File: config.mk
export PLATFORM = sky130hd
export DESIGN_NAME = dcache_refill_ctrl
export DESIGN_NICKNAME = d
export VERILOG_FILES = /design/src/rtl/dcache_pkg.sv /design/src/rtl/dcache_wb_addr_latch.sv /design/src/rtl/dcache_refill_ctrl.sv
export SDC_FILE = /design/constraint.sdc
export NUM_CORES = 1
export LEC_CHECK = 0
export ABC_AREA = 1
export CAP_MARGIN = 20
export CORE_AREA = 2 2 230 232
export CTS_CLUSTER_SIZE = 24
export DETAILED_ROUTE_END_ITERATION = 16
export DIE_AREA = 0 0 232 234
export SLEW_MARGIN = 20
export SYNTH_ARGS = -nofsm -noshare
export SYNTH_HDL_FRONTEND = slang
export SYNTH_SLANG_ARGS = --single-unit
File: constraint.sdc
create_clock -name clk -period 3.2 [get_ports clk]
set_input_delay 0.48 -clock clk [delete_from_list [all_inputs] [get_ports clk]]
set_output_delay 0.48 -clock clk [all_outputs]
set_load 0.05 [all_outputs]
File: src/rtl/dcache_pkg.sv
// Shared types and constants for the D-cache miss/refill sequencer.
// Line geometry: 32-bit address = {tag[19:0], index[7:0], byte offset[3:0]}.
package dcache_pkg;

    localparam int TAG_W  = 20;
    localparam int IDX_W  = 8;
    localparam int BEATS  = 4;
    localparam int WORD_W = 32;
    localparam int LINE_W = WORD_W * BEATS;
    localparam int CNT_W  = $clog2(BEATS);

    typedef logic [WORD_W-1:0] word_t;
    typedef logic [LINE_W-1:0] line_t;

    typedef enum logic [2:0] {
        IDLE,
        WB_REQ,
        WB_RESP,
        RD_REQ,
        RD_DATA,
        REFILL
    } refill_state_t;

    function automatic logic [31:0] line_addr(input logic [TAG_W-1:0] tag,
                                              input logic [IDX_W-1:0] idx);
        return {tag, idx, 4'b0000};
    endfunction

endpackage

File: src/rtl/dcache_wb_addr_latch.sv
// Captures the victim line address (way-selected tag + miss index) when a miss is accepted.
module dcache_wb_addr_latch
    import dcache_pkg::*;
(
    input  logic             clk,
    input  logic             rst,
    input  logic             load,
    input  logic             way_sel,
    input  logic [TAG_W-1:0] r_tagv1,
    input  logic [TAG_W-1:0] r_tagv2,
    input  logic [IDX_W-1:0] idx,
    output logic [31:0]      wb_addr
);

    logic [31:0] wb_addr_q;
    logic [31:0] wb_addr_d;

    always_comb begin
        wb_addr_d = wb_addr_q;
        if (load) begin
            wb_addr_d = line_addr(way_sel ? r_tagv2 : r_tagv1, idx);
        end
    end

    always_ff @(posedge clk or posedge rst) begin
        if (rst) begin
            wb_addr_q <= '0;
        end else begin
            wb_addr_q <= wb_addr_d;
        end
    end

    assign wb_addr = wb_addr_q;

endmodule

File: src/rtl/dcache_refill_ctrl.sv
// D-cache miss sequencer: optional dirty-victim write-back, 4-beat line fetch,
// then a single-cycle write of the assembled line into the chosen way.
module dcache_refill_ctrl
    import dcache_pkg::*;
(
    input  logic             clk,
    input  logic             rst,
    input  logic             miss_req,
    input  logic [31:0]      miss_addr,
    input  logic             way_sel,
    input  logic             victim_dirty,
    input  logic [TAG_W-1:0] r_tagv1,
    input  logic [TAG_W-1:0] r_tagv2,
    input  line_t            victim_line,
    output logic             d_wreq,
    output logic [31:0]      d_waddr,
    output line_t            d_wdata,
    input  logic             d_wrdy,
    input  logic             d_bvalid,
    output logic             d_rreq,
    output logic [31:0]      d_raddr,
    input  logic             d_rrdy,
    input  logic             d_rvalid,
    input  logic [31:0]      d_rdata,
    input  logic             d_rlast,
    output logic             refill_we,
    output logic             refill_way,
    output logic [IDX_W-1:0] refill_idx,
    output logic [TAG_W-1:0] refill_tag,
    output line_t            refill_data,
    output logic             busy,
    output logic             done
);

    refill_state_t state_q, state_d;
    logic [CNT_W-1:0] cnt_q, cnt_d;
    logic [31:0] miss_addr_q, miss_addr_d;
    logic way_q, way_d;
    line_t victim_q, victim_d;
    word_t [BEATS-1:0] words_q, words_d;
    logic load;
    logic [31:0] wb_addr;

    assign load = (state_q == IDLE) && miss_req;

    dcache_wb_addr_latch u_wb_addr (
        .clk     (clk),
        .rst     (rst),
        .load    (load),
        .way_sel (way_sel),
        .r_tagv1 (r_tagv1),
        .r_tagv2 (r_tagv2),
        .idx     (miss_addr[11:4]),
        .wb_addr (wb_addr)
    );

    always_comb begin
        // NOTE: every variable takes its held value first, so no branch of the case can infer a latch.
        state_d     = state_q;
        cnt_d       = cnt_q;
        miss_addr_d = miss_addr_q;
        way_d       = way_q;
        victim_d    = victim_q;
        words_d     = words_q;
        case (state_q)
            IDLE: if (miss_req) begin
                miss_addr_d = miss_addr;
                way_d       = way_sel;
                victim_d    = victim_line;
                state_d     = victim_dirty ? WB_REQ : RD_REQ;
            end
            // A response arriving with the acceptance completes the write-back at once.
            WB_REQ:  if (d_wrdy) state_d = d_bvalid ? RD_REQ : WB_RESP;
            WB_RESP: if (d_bvalid) state_d = RD_REQ;
            RD_REQ: if (d_rrdy) begin
                state_d = RD_DATA;
                cnt_d   = '0;
            end
            RD_DATA: if (d_rvalid) begin
                words_d[cnt_q] = d_rdata;
                cnt_d          = cnt_q + CNT_W'(1);
                if (d_rlast) state_d = REFILL;
            end
            REFILL:  state_d = IDLE;
            default: state_d = IDLE;
        endcase
    end

    always_comb begin
        d_wreq      = 1'b0;
        d_waddr     = '0;
        d_wdata     = '0;
        d_rreq      = 1'b0;
        d_raddr     = '0;
        refill_we   = 1'b0;
        refill_way  = 1'b0;
        refill_idx  = '0;
        refill_tag  = '0;
        refill_data = '0;
        done        = 1'b0;
        busy        = (state_q != IDLE);
        case (state_q)
            WB_REQ: begin
                d_wreq  = 1'b1;
                d_waddr = wb_addr;
                d_wdata = victim_q;
            end
            RD_REQ: begin
                d_rreq  = 1'b1;
                d_raddr = line_addr(miss_addr_q[31:12], miss_addr_q[11:4]);
            end
            REFILL: begin
                refill_we   = 1'b1;
                refill_way  = way_q;
                refill_idx  = miss_addr_q[11:4];
                refill_tag  = miss_addr_q[31:12];
                refill_data = words_q;
                done        = 1'b1;
            end
            default: ;
        endcase
    end

    always_ff @(posedge clk or posedge rst) begin
        if (rst) begin
            state_q     <= IDLE;
            cnt_q       <= '0;
            miss_addr_q <= '0;
            way_q       <= 1'b0;
        end else begin
            // NOTE: non-blocking assignments so every flop samples pre-edge values regardless of statement order.
            state_q     <= state_d;
            cnt_q       <= cnt_d;
            miss_addr_q <= miss_addr_d;
            way_q       <= way_d;
        end
    end

    // NOTE: the data buffers are not reset; they only reach outputs in states that follow a full load.
    always_ff @(posedge clk) begin
        victim_q <= victim_d;
        words_q  <= words_d;
    end

    a_rlast_on_final_beat: assert property (@(posedge clk) disable iff (rst)
        (state_q == RD_DATA && d_rvalid && d_rlast) |-> (cnt_q == CNT_W'(BEATS - 1)));

    a_no_data_before_addr: assert property (@(posedge clk) disable iff (rst)
        (state_q == RD_REQ) |-> !d_rvalid);

endmodule

* Yosys cells after proc, flatten, opt, wreduce, memory -nomap -nowiden
Cells that the tools add are included.
** Cells by class
- Add/sub/neg operators :: 1
- $lt $le $gt $ge :: 2
- Eq/ne operators :: 11
- Muxes and demuxes :: 26
- Reduce and logical (&&, ||, !) cells :: 9
** Operators by type and width (count)
- 2-to-1 mux 128 bit :: 2
- bitwise mux 128 bit :: 1
- 2-to-1 mux 32 bit :: 3
- demux 32 bit (select 2 bit) :: 1
- 2-to-1 mux 20 bit :: 2
- 2-to-1 mux 3 bit :: 6
- case mux 3 bit (5 select lines) :: 1
- != test 2 bit (second input constant) :: 6
- 2-to-1 mux 8 bit :: 1
- equality test 3 x 2 -> 1 bit (second input constant) :: 2
- equality test 3 bit (second input constant) :: 2
- 2-to-1 mux 2 bit :: 3
- AND reduction 6 bit :: 1
- 2-to-1 mux 1 bit :: 5
- case mux 2 bit (2 select lines) :: 1
- AND reduction 2 bit :: 2
- equality test 3 x 1 -> 1 bit (second input constant) :: 1
- logical NOT 3 bit :: 1
- less-than comparator 2 x 3 -> 1 bit (second input constant) :: 1
- AND reduction 3 bit :: 1
- nonzero test 3 bit :: 1
- adder 2 x 1 -> 2 bit (second input constant) :: 1
- >= comparator 2 x 1 -> 1 bit (second input constant) :: 1
- logical AND 1 bit :: 2
- nonzero test 2 bit :: 1
** Word-level totals
- Register bits :: 322
- Bits of input ports :: 242
- Word-level logic and storage cells :: 59

* Depth between registers and ports, before layout
Gate-level depths: netlist (run 1).
- Word-level depth :: 5
- Mapped depth :: 8
- Depth with buffers taken out :: 8

* By module
Synthesis (run 1) repeated with hierarchy kept, for this count alone.
** Unflattened totals
- Cells, all modules :: 1342
- Area total of the unflattened synthesis :: 13396.6 um^2
** Modules (own cells, without submodules)
- dcache_refill_ctrl :: instances 1, cells each 1133, area an instance 11927.7 um^2, sequential area each 8538.2 um^2
- dcache_wb_addr_latch :: instances 1, cells each 209, area an instance 1468.9 um^2, sequential area each 700.7 um^2

* Worst setup path after synthesis (run 1)
Ideal clock, no wire load.
- Path kind :: register to output
- Start :: register state_q[1]
- End :: output port d_raddr[11]
- Data arrival time :: 2.312 ns
- Data required time :: 2.720 ns
- Path slack :: 0.408 ns
- Cell stages (with the launch flop) :: 7
- Cells stage by stage :: dfrtp_1 > nand2_1 > nor2_1 > inv_1 > buf_4 > buf_6 > nor2_1
** On the way
- Longest elaborated chain between the ends :: 2
** RTL lines
- start: declaration :: line dcache_refill_ctrl.sv:35 : refill_state_t state_q, state_d;
- start signal: assignment :: line dcache_refill_ctrl.sv:132 : state_q <= state_d;
- equality test 3 x 2 -> 1 bit :: line dcache_refill_ctrl.sv:102 : case (state_q)
- 2-to-1 mux 32 bit :: line dcache_refill_ctrl.sv:102
- end: declaration :: line dcache_refill_ctrl.sv:21 : output logic [31:0] d_raddr,
Every way passes these cells.

* Final worst setup path (run 1)
- Start :: register state_q[0]
- End :: output port refill_way
** On the way
- Longest elaborated chain between the ends :: 2
** RTL lines
- equality test 3 bit :: line dcache_refill_ctrl.sv:102
- 2-to-1 mux 1 bit :: line dcache_refill_ctrl.sv:102
- end: declaration :: line dcache_refill_ctrl.sv:27 : output logic refill_way,
Every way passes these cells.

==> flow_summary_export.csv, run 1 <==
group,metric,value,unit
outcome,status,"finished clean",
final_layout,fillers,5164,
clock_tree,cts_tree,"done",
worst_setup_path,max_stage_delay,610,ps
final_layout,syn_to_final_growth,56.8,%
route,wl_per_cell,17.5,µm
die,die_w,232,µm
worst_setup_path,critPathArrivalTime,2530,ps
sta,period_share,0.941,
job,max_cap_violations,0,
die,rows,84,
sta,whs,361,ps
worst_setup_path,timing.rr.start,"state_q[0]",
die,start_util,0.248,
yosys,synthCells,1228,
power_and_ir_drop,clockPowerShare,0.240,
route,drc_errors,0,
sta,min_period,3010,ps
global_routing,gr-usage-all-layers,0.158,
die,fp.dieH,234,µm
yosys,post_synth_num_cell_types,23,
clock_tree,clockRootBuffer,"clkbuf_16",
yosys,synth.area.mux_share,0,
die,dieArea,54300,µm²
sta,rsz0062_at_grt,"no",
die,core-area,52000,µm²
yosys,seq_area_frac_synth,0.700,
power_and_ir_drop,power.density,843,nW/µm²
power_and_ir_drop,p_sw,0.00740,W
yosys,synthSimpleGateAreaFrac,0.140,
power_and_ir_drop,internal_power,0.00967,W
sta,drv_slew,0,
worst_setup_path,startpoint_type,"flop",
global_routing,grt_max_degree,91,
route,postRouteAntennaNets,0,
worst_setup_path,slowest_stage,"dlygate4sd2_1",
worst_setup_path,cp.required,2720,ps
worst_setup_path,reg2reg_to,"words_q[58]",
worst_setup_path,end_kind,"primary output",
power_and_ir_drop,peakVddDrop,0.420,mV
clock_tree,ctsHoldBuffers,0,
final_layout,final_core_util,0.389,
worst_setup_path,path_cells,"inv_1 -> nor2_2 -> nand2_4 -> buf_4 -> nor2_1 -> dlygate4sd2_1",
power_and_ir_drop,p_leak,9.60,nW
sta,fmax,332,MHz
clock_tree,post_cts_buffers,0,
sta,final-hold-violation-count,0,
route,routed_via_density,3.95,
route,drt_iter0_markers,414,
worst_setup_path,crit_path_max_fanout,11,
power_and_ir_drop,power_frac_seq,0.310,
route,drtPass1Iterations,5,
yosys,ys_ff_latch,310,
die,io_pins,596,
final_layout,final_area,20200,µm²
yosys,yosysWarnings,0,
yosys,synth_compound_area_frac,0.0244,
yosys,synth_xor_area_frac,0,
hold_path,hold_class,"in -> async",
global_routing,grt-ovfl-total,0,
clock_tree,clk_latency,530,ps
sta,setup_tns,0,ps
worst_setup_path,crit_type,"reg -> out",
yosys,avgSynthCellArea,10.5,µm²
placement,dpl-instance-area,19200,µm²
placement,portBuffers,583,
final_layout,nets,2066,
route,drt-total-wl,44500,µm
yosys,synth_top_family_by_area,"simple AND/OR/NAND/NOR gates",
placement,place.gp.congestion,0.880,
sta,relSlewSlack,0.489,
sta,tightest_slew,766,ps
worst_setup_path,r2r_cells,6,
route,vias,10025,
global_routing,grt_pass1_vias,9884,
clock_tree,clk_pin_slew,60,ps
global_routing,grt_antenna_before_repair,9,
final_layout,drive_gt1_frac,0.180,
yosys,synthAdderAreaFrac,0.00387,
clock_tree,cts_buffers,36,
worst_setup_path,r2r_slack,1010,ps
clock_tree,clockBufferDepth,3,
placement,hpwlAfterDp,34400,µm
power_and_ir_drop,comb_power_share,0.451,
sta,setup_viol_count_final,0,
power_and_ir_drop,sw_frac_of_total,0.434,
yosys,synthesis.area,12900,µm²
clock_tree,cts.sinks,310,
sta,clock_skew,17.7,ps
global_routing,grt_pass1_wl,63300,µm
clock_tree,cts_max_level,2,
==> critical path, delay by kind of cell, from the launching register on <==
kind | cells | cell delay, ps
flip-flops | 1 | 440
buffers and inverters | 3 | 930
AND/OR/NAND/NOR | 3 | 620
==> cell families (layout without fill, tap and decap cells) <==
family,after synthesis,count (layout)
DFF,310,310
other,1,12
and+or+nand+nor,474,474
adders and majority gates,4,4
AOI/OAI and AO/OA,53,53
buffers and inverters,386,999
==> final cells by class <==
cell class                 instances  area (µm²)  share of cell area
sequential                       310        9040               0.446
tap                              688         861              0.0425
antenna                            4        10.0            0.000494
clock inverter                    15         163             0.00803
clock buffer                      51        1020              0.0503
multi-input combinational        539        2260               0.111
inverter                         326        1230              0.0607
timing repair buffer             607        5670               0.280
==> per-stage QoR <==
stage | power [W] | std cells | worst slack, ps
floorplan | 0.0105 | 1235 | 408
global placement | 0.0132 | 2470 | 308
detailed placement | 0.0133 | 2470 | 202
CTS | 0.0173 | 2536 | 24.1
global route | 0.0179 | 2536 | 6.90
finish | 0.0171 | 2540 | 187
==> power groups by stage <==
stage               clock network [W]  registers, W  logic [W]
detailed placement                  0       0.00537    0.00792
global placement                    0       0.00535    0.00788
finish                        0.00409       0.00528    0.00769
global route                  0.00438       0.00534    0.00817
CTS                           0.00423       0.00529    0.00777
floorplan                           0       0.00531    0.00519
==> worst max path at each step <==
stage	start	cells after the start	end	slack, ps
2_1_floorplan	state_q[1]	6	d_raddr[11]	410
3_3_place_gp	state_q[2]	5	d_wdata[126]	310
3_5_place_dp	state_q[2]	5	d_wdata[126]	200
4_1_cts	state_q[0]	6	d_wdata[126]	20
5_1_grt	state_q[0]	6	refill_way	7
6_report	state_q[0]	6	refill_way	190
==> synth_stat cells (all sizes together) <==
cell type / count / share of area
a21oi: 1 / 0.00039
o31ai: 20 / 0.012
and2: 1 / 0.00048
clkbuf: 12 / 0.0036
edfxtp: 256 / 0.60
conb: 1 / 0.00029
ha: 4 / 0.0039
nor2: 393 / 0.11
nand2: 70 / 0.020
o21ai: 32 / 0.012
nand3b: 1 / 0.00058
nand3: 9 / 0.0039
dfrtp: 54 / 0.10
inv: 326 / 0.095
buf: 48 / 0.033
==> flip-flops by register name, indices dropped and copies added, names as in the netlist <==
name,count
cnt_q,2
words_q,128
victim_q,128
state_q,3
miss_addr_q,28
way_q,1
u_wb_addr.wb_addr,20
==> placed cells by master (no fill, tap or decap), types with 2 or more instances in the layout <==
cell             synthesis  final
o21ai_1                  9      9
inv_2                    2      2
nor2_1                 391    387
dlygate4sd2_1            0     98
clkdlybuf4s50_1          0    239
inv_1                  324    323
clkinvlp_4               0      2
clkbuf_1                11     10
clkinv_2                 0      4
ha_1                     4      4
o21ai_0                 23     23
buf_4                   22    237
bufinv_16                0      3
buf_12                   0     31
o31ai_1                 20     20
diode_2                  0      4
inv_6                    0      2
nand3_1                  8      8
dfrtp_1                 54     54
nor2_2                   1      2
clkbuf_8                 0      4
edfxtp_1               256    256
clkinv_4                 0      2
clkinv_1                 0      3
nand2_1                 70     68
clkbuf_16                0     37
nor2_4                   1      4
conb_1                   1      8
==> per-layer routing <==
| metal | GRT usage | vias to the layer above | share of wire | wire (µm) |
|---|---|---|---|---|
| met3 | 0.0711 | 50 | 0.12 | 5120 |
| met5 | 0 | - | 0 | 0 |
| met2 | 0.287 | 442 | 0.51 | 22700 |
| li1 | - | 4876 | - | - |
| met1 | 0.170 | 4657 | 0.36 | 16000 |
| met4 | 0.0315 | 0 | 0.015 | 656 |
==> repair_timing <==
item,in CTS,in global routing
pin swaps,0,1
gates resized for setup,101,5
setup endpoints to repair,166,65
Power figures use the tool's default switching activity.
==> run 2, diff against run 1 <==
--- a/config.mk
+++ b/config.mk
@@ -5,12 +5,11 @@
 export SDC_FILE = /design/constraint.sdc
 export NUM_CORES = 1
 export LEC_CHECK = 0
-export ABC_AREA = 1
 export CAP_MARGIN = 20
-export CORE_AREA = 2 2 230 232
+export CORE_AREA = 2 2 231 233
 export CTS_CLUSTER_SIZE = 24
 export DETAILED_ROUTE_END_ITERATION = 16
-export DIE_AREA = 0 0 232 234
+export DIE_AREA = 0 0 233 235
 export SLEW_MARGIN = 20
 export SYNTH_ARGS = -nofsm -noshare
 export SYNTH_HDL_FRONTEND = slang
==> flow_summary_export.csv, run 2 <==
group,metric,value,unit
placement,place.gp.congestion,0.789,
sta,whs,478,ps
yosys,synthSimpleGateAreaFrac,0.188,
worst_setup_path,end_kind,"primary output",
final_layout,fillers,4841,
yosys,synth_top_cell_by_area,"edfxtp_1",
worst_setup_path,slowest_stage,"dfrtp_1",
yosys,synthAdderAreaFrac,0.00401,
clock_tree,ctsHoldBuffers,0,
job,max_cap_violations,0,
sta,min_period,3080,ps
die,core-area,52200,µm²
route,drc_errors,0,
die,start_util,0.239,
global_routing,gr-usage-all-layers,0.137,
yosys,synth_top_family_by_area,"simple AND/OR/NAND/NOR gates",
worst_setup_path,cp.required,2720,ps
yosys,synthTopCellsByArea,"edfxtp_1 (62%), and2_1 (17%), dfrtp_1 (11%), mux2_1 (2.4%), mux2i_1 (1.6%)",
yosys,yosysMostFrequentCell,"and2_1",
power_and_ir_drop,p_leak,8.73,nW
global_routing,grt-ovfl-total,0,
route,wl_per_cell,18.0,µm
power_and_ir_drop,total_power,0.0194,W
worst_setup_path,max_stage_delay,550,ps
sta,period_share,0.962,
final_layout,top_regs,"victim_q: 128 flops, words_q: 128 flops, miss_addr_q: 28 flops",
yosys,synthesis.area,12500,µm²
sta,final-hold-violation-count,0,
worst_setup_path,crit_type,"reg -> out",
route,drt_iter0_markers,380,
clock_tree,clk_pin_slew,60,ps
final_layout,syn_to_final_growth,71.0,%
final_layout,multiInputGateArea,3160,µm²
worst_setup_path,startpoint_type,"flop",
yosys,avgSynthCellArea,14.8,µm²
route,routed_via_density,3.97,
yosys,yosysWarnings,0,
yosys,synth_xor_area_frac,0,
yosys,seq_area_frac_synth,0.724,
yosys,synth_compound_area_frac,0.0139,
yosys,post_synth_num_cell_types,32,
route,vias,8517,
yosys,synth_top_area_frac,0.616,
final_layout,register_area,9040,µm²
power_and_ir_drop,power.density,910,nW/µm²
worst_setup_path,cp.buffers_inverters,2,
yosys,ys.flop_type,"edfxtp_1",
sta,relSlewSlack,0.369,
global_routing,grt_antenna_before_repair,8,
global_routing,grt_pass1_vias,8632,
clock_tree,cts_max_level,2,
clock_tree,cts.sinks,310,
worst_setup_path,critPathArrivalTime,2600,ps
sta,setup_viol_count_final,0,
clock_tree,post_cts_buffers,0,
route,met3_length,4150,µm
worst_setup_path,path_cells,"and3_4 -> buf_4 -> and2_1 -> dlygate4sd2_1",
worst_setup_path,crit_path_max_fanout,31,
clock_tree,clockBufferDepth,3,
yosys,synth.area.mux_share,0.0440,
clock_tree,cts_tree,"done",
clock_tree,cts_buffers,37,
worst_setup_path,timing.rr.start,"state_q[0]",
route,drt-total-wl,38700,µm
final_layout,final_cell_mix,"and2_1 (345), clkdlybuf4s50_1 (263), edfxtp_1 (256)",
die,dieArea,54800,µm²
power_and_ir_drop,peakVddDrop,0.498,mV
sta,drv_slew,0,
clock_tree,clockRootBuffer,"clkbuf_16",
route,postRouteAntennaNets,0,
die,fp.dieH,235,µm
final_layout,layout_commonest_cell,"and2_1",
sta,tightest_slew,946,ps
placement,hpwlAfterDp,28800,µm
hold_path,hold_class,"reg -> reg",
yosys,ys_ff_latch,310,
die,io_pins,596,
worst_setup_path,startpoint,"state_q[0]",
route,drtPass1Iterations,4,
outcome,status,"finished clean",
yosys,synth_common_cells,"and2_1 (345), edfxtp_1 (256), dfrtp_1 (54)",
die,rows,84,
sta,clock_skew,12.6,ps
final_layout,nets,1678,
die,die_w,233,µm
placement,portBuffers,583,
sta,fmax,325,MHz
yosys,synth_edf_count,256,
yosys,async_flop_share,0.174,
route,highest_layer,"met5",
route,wl_met2,19300,µm
hold_path,hold_start,"way_q",
global_routing,grt_max_degree,116,
worst_setup_path,critPathTopFamily,"buffers and inverters",
final_layout,final_core_util,0.409,
route,met1_length,14000,µm
yosys,synthCells,842,
final_layout,drive_gt1_frac,0.189,
clock_tree,clk_latency,540,ps
global_routing,grt_pass1_wl,55800,µm
[run 2: repair_timing]
item	4_1_cts	5_1_grt
gates resized for setup	102	48
pin swaps	0	0
endpoints found under the hold margin	0	0
endpoints found under the setup margin	102	47
gates cloned	0	0
[run 2: final timing paths]
kind                                   endpoint  slack [ps]  cells after the start
worst max-delay path             refill_tag[14]         120                      4
worst min-delay path                      way_q         480                      1
worst max register to register      victim_q[0]        1180                      2
worst min register to register            way_q         480                      1
max in group asynchronous       miss_addr_q[18]        2020                      3
min in group asynchronous        miss_addr_q[7]         490                      2
[run 2: worst register-to-register path, cell delays in order (launching register included)]
cell	delay, ps
dfrtp_1	500
nor4b_4	490
buf_12	460
[run 2: routing by layer]
metal / vias to the layer above / GRT usage
met1: 4034 / 0.145
met2: 367 / 0.236
met4: 10 / 0.0488
met5: - / 0
li1: 4033 / -
met3: 73 / 0.0625
[run 2: power by group]
part | switching [W] | internal (W) | leakage, nW
Clock | 0.00166 | 0.00230 | 0.540
Combinational | 0.00610 | 0.00398 | 5.24
Sequential | 0.000284 | 0.00510 | 2.95
Total | 0.00805 | 0.0114 | 8.73
[run 2: kinds of logic after synthesis]
family                   after synthesis
AND/OR/NAND/NOR                      381
flip-flops                           310
buffers and inverters                 65
multiplexers                          51
AO/OA/AOI/OAI                         30
adder cells (fa/ha/maj)                4
other                                  1
[run 2: through the flow]
stage                     setup TNS (ps)  setup WS (ps)  instances  instance area (µm²)
after global routing               -22.1          -20.6       2147                21400
after floorplan                        0            667        849                12500
after CTS                              0           4.19       2146                21300
after global placement                 0            431       2081                20300
after detailed placement               0            367       2081                20300
final                                  0            123       2148                21400
[run 2: layout make-up]
| class | instances | area share |
|---|---|---|
| flip-flops and latches | 310 | 0.423 |
| diodes | 2 | 0.000234 |
| repair buffers | 604 | 0.335 |
| inverters | 5 | 0.000879 |
| multi-input cells | 474 | 0.148 |
| well taps | 688 | 0.0403 |
| clock buffers | 46 | 0.0449 |
| clock inverters | 19 | 0.00756 |
